$ cat src/rtl/dmem_arb_pkg.sv
// Shared types and defaults for the data-memory port-A arbiter.
package dmem_arb_pkg;

  typedef enum logic [1:0] {
    OWN_NONE,
    OWN_CPU,
    OWN_LD
  } owner_e;

  localparam int unsigned DEFAULT_MAX_WAIT = 4;

endpackage

$ cat src/rtl/dmem_port_arbiter.sv
// Arbitrates data-memory port A between the MEM stage and the external loader;
// the CPU has priority, and a bounded wait counter forces occasional loader grants.
module dmem_port_arbiter
  import dmem_arb_pkg::*;
#(
  parameter int unsigned ADDR_W   = 16,
  parameter int unsigned DATA_W   = 16,
  parameter int unsigned MAX_WAIT = DEFAULT_MAX_WAIT
) (
  input  logic              clk,
  input  logic              rst,
  input  logic              cpu_req,
  input  logic              cpu_we,
  input  logic [ADDR_W-1:0] cpu_addr,
  input  logic [DATA_W-1:0] cpu_wdata,
  output logic [DATA_W-1:0] cpu_rdata,
  output logic              cpu_stall,
  input  logic              ld_valid,
  input  logic              ld_we,
  input  logic [ADDR_W-1:0] ld_addr,
  input  logic [DATA_W-1:0] ld_wdata,
  output logic              ld_ready,
  output logic [DATA_W-1:0] ld_rdata,
  output logic              ld_rvalid,
  input  logic              ld_excl,
  output logic [ADDR_W-1:0] mem_addr,
  output logic [DATA_W-1:0] mem_wdata,
  output logic              mem_wren,
  input  logic [DATA_W-1:0] mem_q
);

  localparam logic [3:0] WAIT_MAX = 4'(MAX_WAIT);

  logic [3:0] wait_q, wait_d;
  logic       ld_last_q, ld_last_d;
  logic       rd_pend_q, rd_pend_d;
  logic       force_win;
  logic       gnt_ld, gnt_cpu;
  owner_e     owner;

  // Grants are qualified by rst so nothing reaches the memory while in reset.
  assign force_win = (wait_q == WAIT_MAX);
  assign gnt_ld    = rst & ld_valid & (ld_excl | ~cpu_req | (force_win & ~ld_last_q));
  assign gnt_cpu   = rst & cpu_req & ~gnt_ld;

  always_comb begin
    owner = OWN_NONE;
    if (gnt_ld) begin
      owner = OWN_LD;
    end else if (gnt_cpu) begin
      owner = OWN_CPU;
    end
  end

  always_comb begin
    mem_addr  = cpu_addr;
    mem_wdata = cpu_wdata;
    mem_wren  = 1'b0;
    case (owner)
      OWN_LD: begin
        mem_addr  = ld_addr;
        mem_wdata = ld_wdata;
        mem_wren  = ld_we;
      end
      OWN_CPU: begin
        mem_wren = cpu_we;
      end
      default: ;
    endcase
  end

  assign ld_ready  = gnt_ld;
  assign cpu_stall = cpu_req & gnt_ld;
  assign cpu_rdata = mem_q;
  assign ld_rdata  = mem_q;
  assign ld_rvalid = rd_pend_q & rst;

  always_comb begin
    wait_d = wait_q;
    if (!ld_valid || gnt_ld) begin
      wait_d = '0;
    end else if (wait_q != WAIT_MAX) begin
      wait_d = wait_q + 4'd1;
    end
  end

  // A stolen CPU slot blocks the next forced grant until the CPU has had a turn.
  always_comb begin
    ld_last_d = ld_last_q;
    if (gnt_ld && cpu_req) begin
      ld_last_d = 1'b1;
    end else if (gnt_cpu) begin
      ld_last_d = 1'b0;
    end
  end

  assign rd_pend_d = gnt_ld & ~ld_we;

  always_ff @(posedge clk or negedge rst) begin
    if (!rst) begin
      wait_q    <= '0;
      ld_last_q <= 1'b0;
      rd_pend_q <= 1'b0;
    end else begin
      wait_q    <= wait_d;
      ld_last_q <= ld_last_d;
      rd_pend_q <= rd_pend_d;
    end
  end

endmodule
$ cat config.mk
export PLATFORM = sky130hd
export DESIGN_NAME = dmem_port_arbiter
export DESIGN_NICKNAME = d
export VERILOG_FILES = /design/src/rtl/dmem_arb_pkg.sv /design/src/rtl/dmem_port_arbiter.sv
export SDC_FILE = /design/constraint.sdc
export NUM_CORES = 1
export LEC_CHECK = 0
export ABC_AREA = 0
export CORE_UTILIZATION = 22
export DETAILED_ROUTE_END_ITERATION = 6
export GPL_TIMING_DRIVEN = 0
export MAX_ROUTING_LAYER = met4
export PLACE_DENSITY = 0.8
export SLEW_MARGIN = 20
export SYNTH_ARGS = -nofsm -noshare
export SYNTH_HDL_FRONTEND = slang
export SYNTH_SLANG_ARGS = --single-unit
$ cat constraint.sdc
create_clock -name clk -period 1.8 [get_ports clk]
set_input_delay 0.18 -clock clk [delete_from_list [all_inputs] [get_ports clk]]
set_output_delay 0.18 -clock clk [all_outputs]
set_load 0.03 [all_outputs]
==> results.yml <==
global_routing:
  grt_max_degree: 11
  grt_usage_pct: 14.94
  grt-ovfl-total: 0
  antenna_found_initial: 0
  grt_pass1_wl_um: 5865
  grt_pass1_vias: 1374
synthesis:
  synthArstFlopShare_pct: 100.0
  synth_edf_count: 0
  syn_inst: 110
  avgSynthCellArea_um2: 9.680
  synth-seq-cells: 6
  synth_cell_types: 27
  syn_area_um2: 1065
  ys_seq_area_share_pct: 14.10
  syn_nets: 199
  ys.flop_type: "dfrtp_1"
  yosysWarnings: 0
sta:
  worstMarginPinSlew_ps: 482.2
  min_period_ps: 2100
  fin_hold_ws_ps: 517.3
  finalCritPeriodShare_pct: 116.7
  drv_slew: 0
  rsz0062_at_grt: "yes"
  fmax_mhz: 476.2
  finalSetupViolations: 34
  fin_tns_setup_ps: -8376
  hold_violations: 0
  relSlewSlack_pct: 67.57
  fin_skew_ps: 3.470
  setup_slack_ps: -299.8
route:
  viasPerCell: 4.374
  drc: 0
  drt-pass1-iter-count: 4
  antenna_left: 0
  drt_iter0_markers: 17
  wirelength_um: 4063
  vias: 1369
  wl_per_cell_um: 12.98
cts:
  ctsRootBufferMaster: "clkbuf_8"
  clock_sinks: 6
  clockBufferDepth: 2
  h-tree-depth: 1
  path_clk_slew_ps: 40
  cts_buffers: 3
  clock_latency_ps: 220
  cts_tree: "done"
floorplanning:
  row_count: 24
  fp.dieH_um: 71.57
  die-area_um2: 5122
  initial_utilization_pct: 23.64
  core_area_um2: 4504
  die_w_um: 71.57
  io_pins: 155
place:
  io_buffer_count: 138
  gp_congestion: 0.7208
  placed_cell_area_um2: 2566
  post-dp-hpwl_um: 3254
layout:
  syn2layout_area_growth_pct: 163.7
  drive_above_1_share_pct: 47.13
  fin_nets: 352
  antenna_cells: 0
  final_cell_area_um2: 2808
outcome:
  violations: "negative setup slack"
  outcome: "complete, but fails checks"
power:
  power_mw: 1.178
  ir_drop_v: 0.0001831
  total_leakage_power_nw: 1.265
  power_density_nw_per_um2: 419.5
critical_path:
  r2r_slack_ps: 190
  required_ps: 1620
  critPathKind: "flip-flop to primary output"
  start_kind: "flip-flop"
  cp-end-kind: "primary output"
  worstPathMaxFanout: 5
  critPathArrivalTime_ps: 1920
hold_path:
  hold_path.class: "primary input to async pin"
flow_run:
  timing.max_cap.violations: 0
[metal layers]
| metal | up-vias | GRT usage (%) | share of wire, % |
|---|---|---|---|
| met3 | 6 | 2.954 | 6.2 |
| li1 | 654 | - | - |
| met4 | 0 | 5.882 | 1.7 |
| met2 | 76 | 27.94 | 56 |
| met5 | - | - | 0 |
| met1 | 633 | 15.28 | 36 |
[stage by stage]
stage | utilization, % | std cells | setup WS, ps
final | 62.33 | 313 | -299.8
after global routing | 62.33 | 313 | -380.1
after CTS | 62.42 | 313 | -323.0
after detailed placement | 56.97 | 300 | -1089
after global placement | 56.97 | 300 | -1085
after floorplan | - | 110 | -42.55
[cells in the mapped netlist, types with 2 or more instances]
cell type	instances	area, um^2
ha_1	2	25.02
buf_6	3	33.78
nand3_1	2	10.01
o2111a_1	2	22.52
buf_4	32	240.2
mux2i_1	3	30.03
mux2_1	5	56.30
mux2_2	27	304.0
nor2b_1	2	12.51
nor2_1	2	7.510
nor3b_1	2	15.01
nand2_1	5	18.77
o21ai_0	2	10.01
dfrtp_1	6	150.1
inv_1	3	11.26
[cell families after synthesis]
kind of cell / Yosys count / share of synthesized area, %
adder cells (fa/ha/maj): 2 / 2.350
flip-flops: 6 / 14.10
multiplexers: 35 / 36.66
AND/OR/NAND/NOR: 20 / 13.16
buffers and inverters: 39 / 27.26
AO/OA/AOI/OAI: 8 / 6.463
[critical path, cell delays in order (launching register included)]
cell and delay [ps]:
dfrtp_1 380, inv_2 70, ha_4 140, nand4bb_4 130, a21oi_4 160, buf_12 140
buf_12 100, buf_8 110, mux2_4 300, buf_6 140
[cell usage in the layout, fill, tap and decap left out, types with 2 or more instances in the layout]
cell	instances
buf_12	4
buf_4	46
buf_6	27
buf_8	2
clkbuf_8	3
clkdlybuf4s50_1	102
dfrtp_1	6
inv_2	2
mux2_2	8
mux2_4	24
mux2i_1	2
nand2_1	5
nand3_1	2
nor2_1	2
nor2b_1	2
nor3b_1	2
o2111a_1	2
[sequential cells by signal, summed over array words and instances, names as in the netlist]
signal     count
ld_last_q      1
rd_pend_q      1
wait_q         4
[power breakdown]
group | switching [mW] | internal, mW | leakage (nW)
Clock | 0.0590 | 0.144 | 0.0216
Combinational | 0.352 | 0.475 | 1.16
Sequential | 0.00583 | 0.142 | 0.0812
[what timing repair did]
item,4_1_cts,5_1_grt
hold endpoints to repair,6,0
hold buffers,1,0
resized for setup,257,7
pin swaps,3,1
setup endpoints to repair,36,35
cloned,1,0
buffers inserted,8,2
[area by class of cell]
class | instances | area [um^2]
fill | 380 | 1697
timing repair buffer | 148 | 1510
multi-input combinational | 65 | 734.5
buffer | 36 | 295.3
sequential | 6 | 150.1
tap | 52 | 65.06
clock buffer | 3 | 41.29
inverter | 3 | 11.26
[final timing paths]
kind,from,endpoint,cells after the start
setup / recovery,wait_q[1],mem_wdata[3],9
hold / removal,rst,wait_q[2],2
setup reg to reg,wait_q[0],ld_last_q,7
hold reg to reg,ld_last_q,ld_last_q,1
max in group asynchronous,rst,wait_q[0],2
min in group clk,ld_we,rd_pend_q,2
Note: power is estimated with default switching activity, not from simulation.
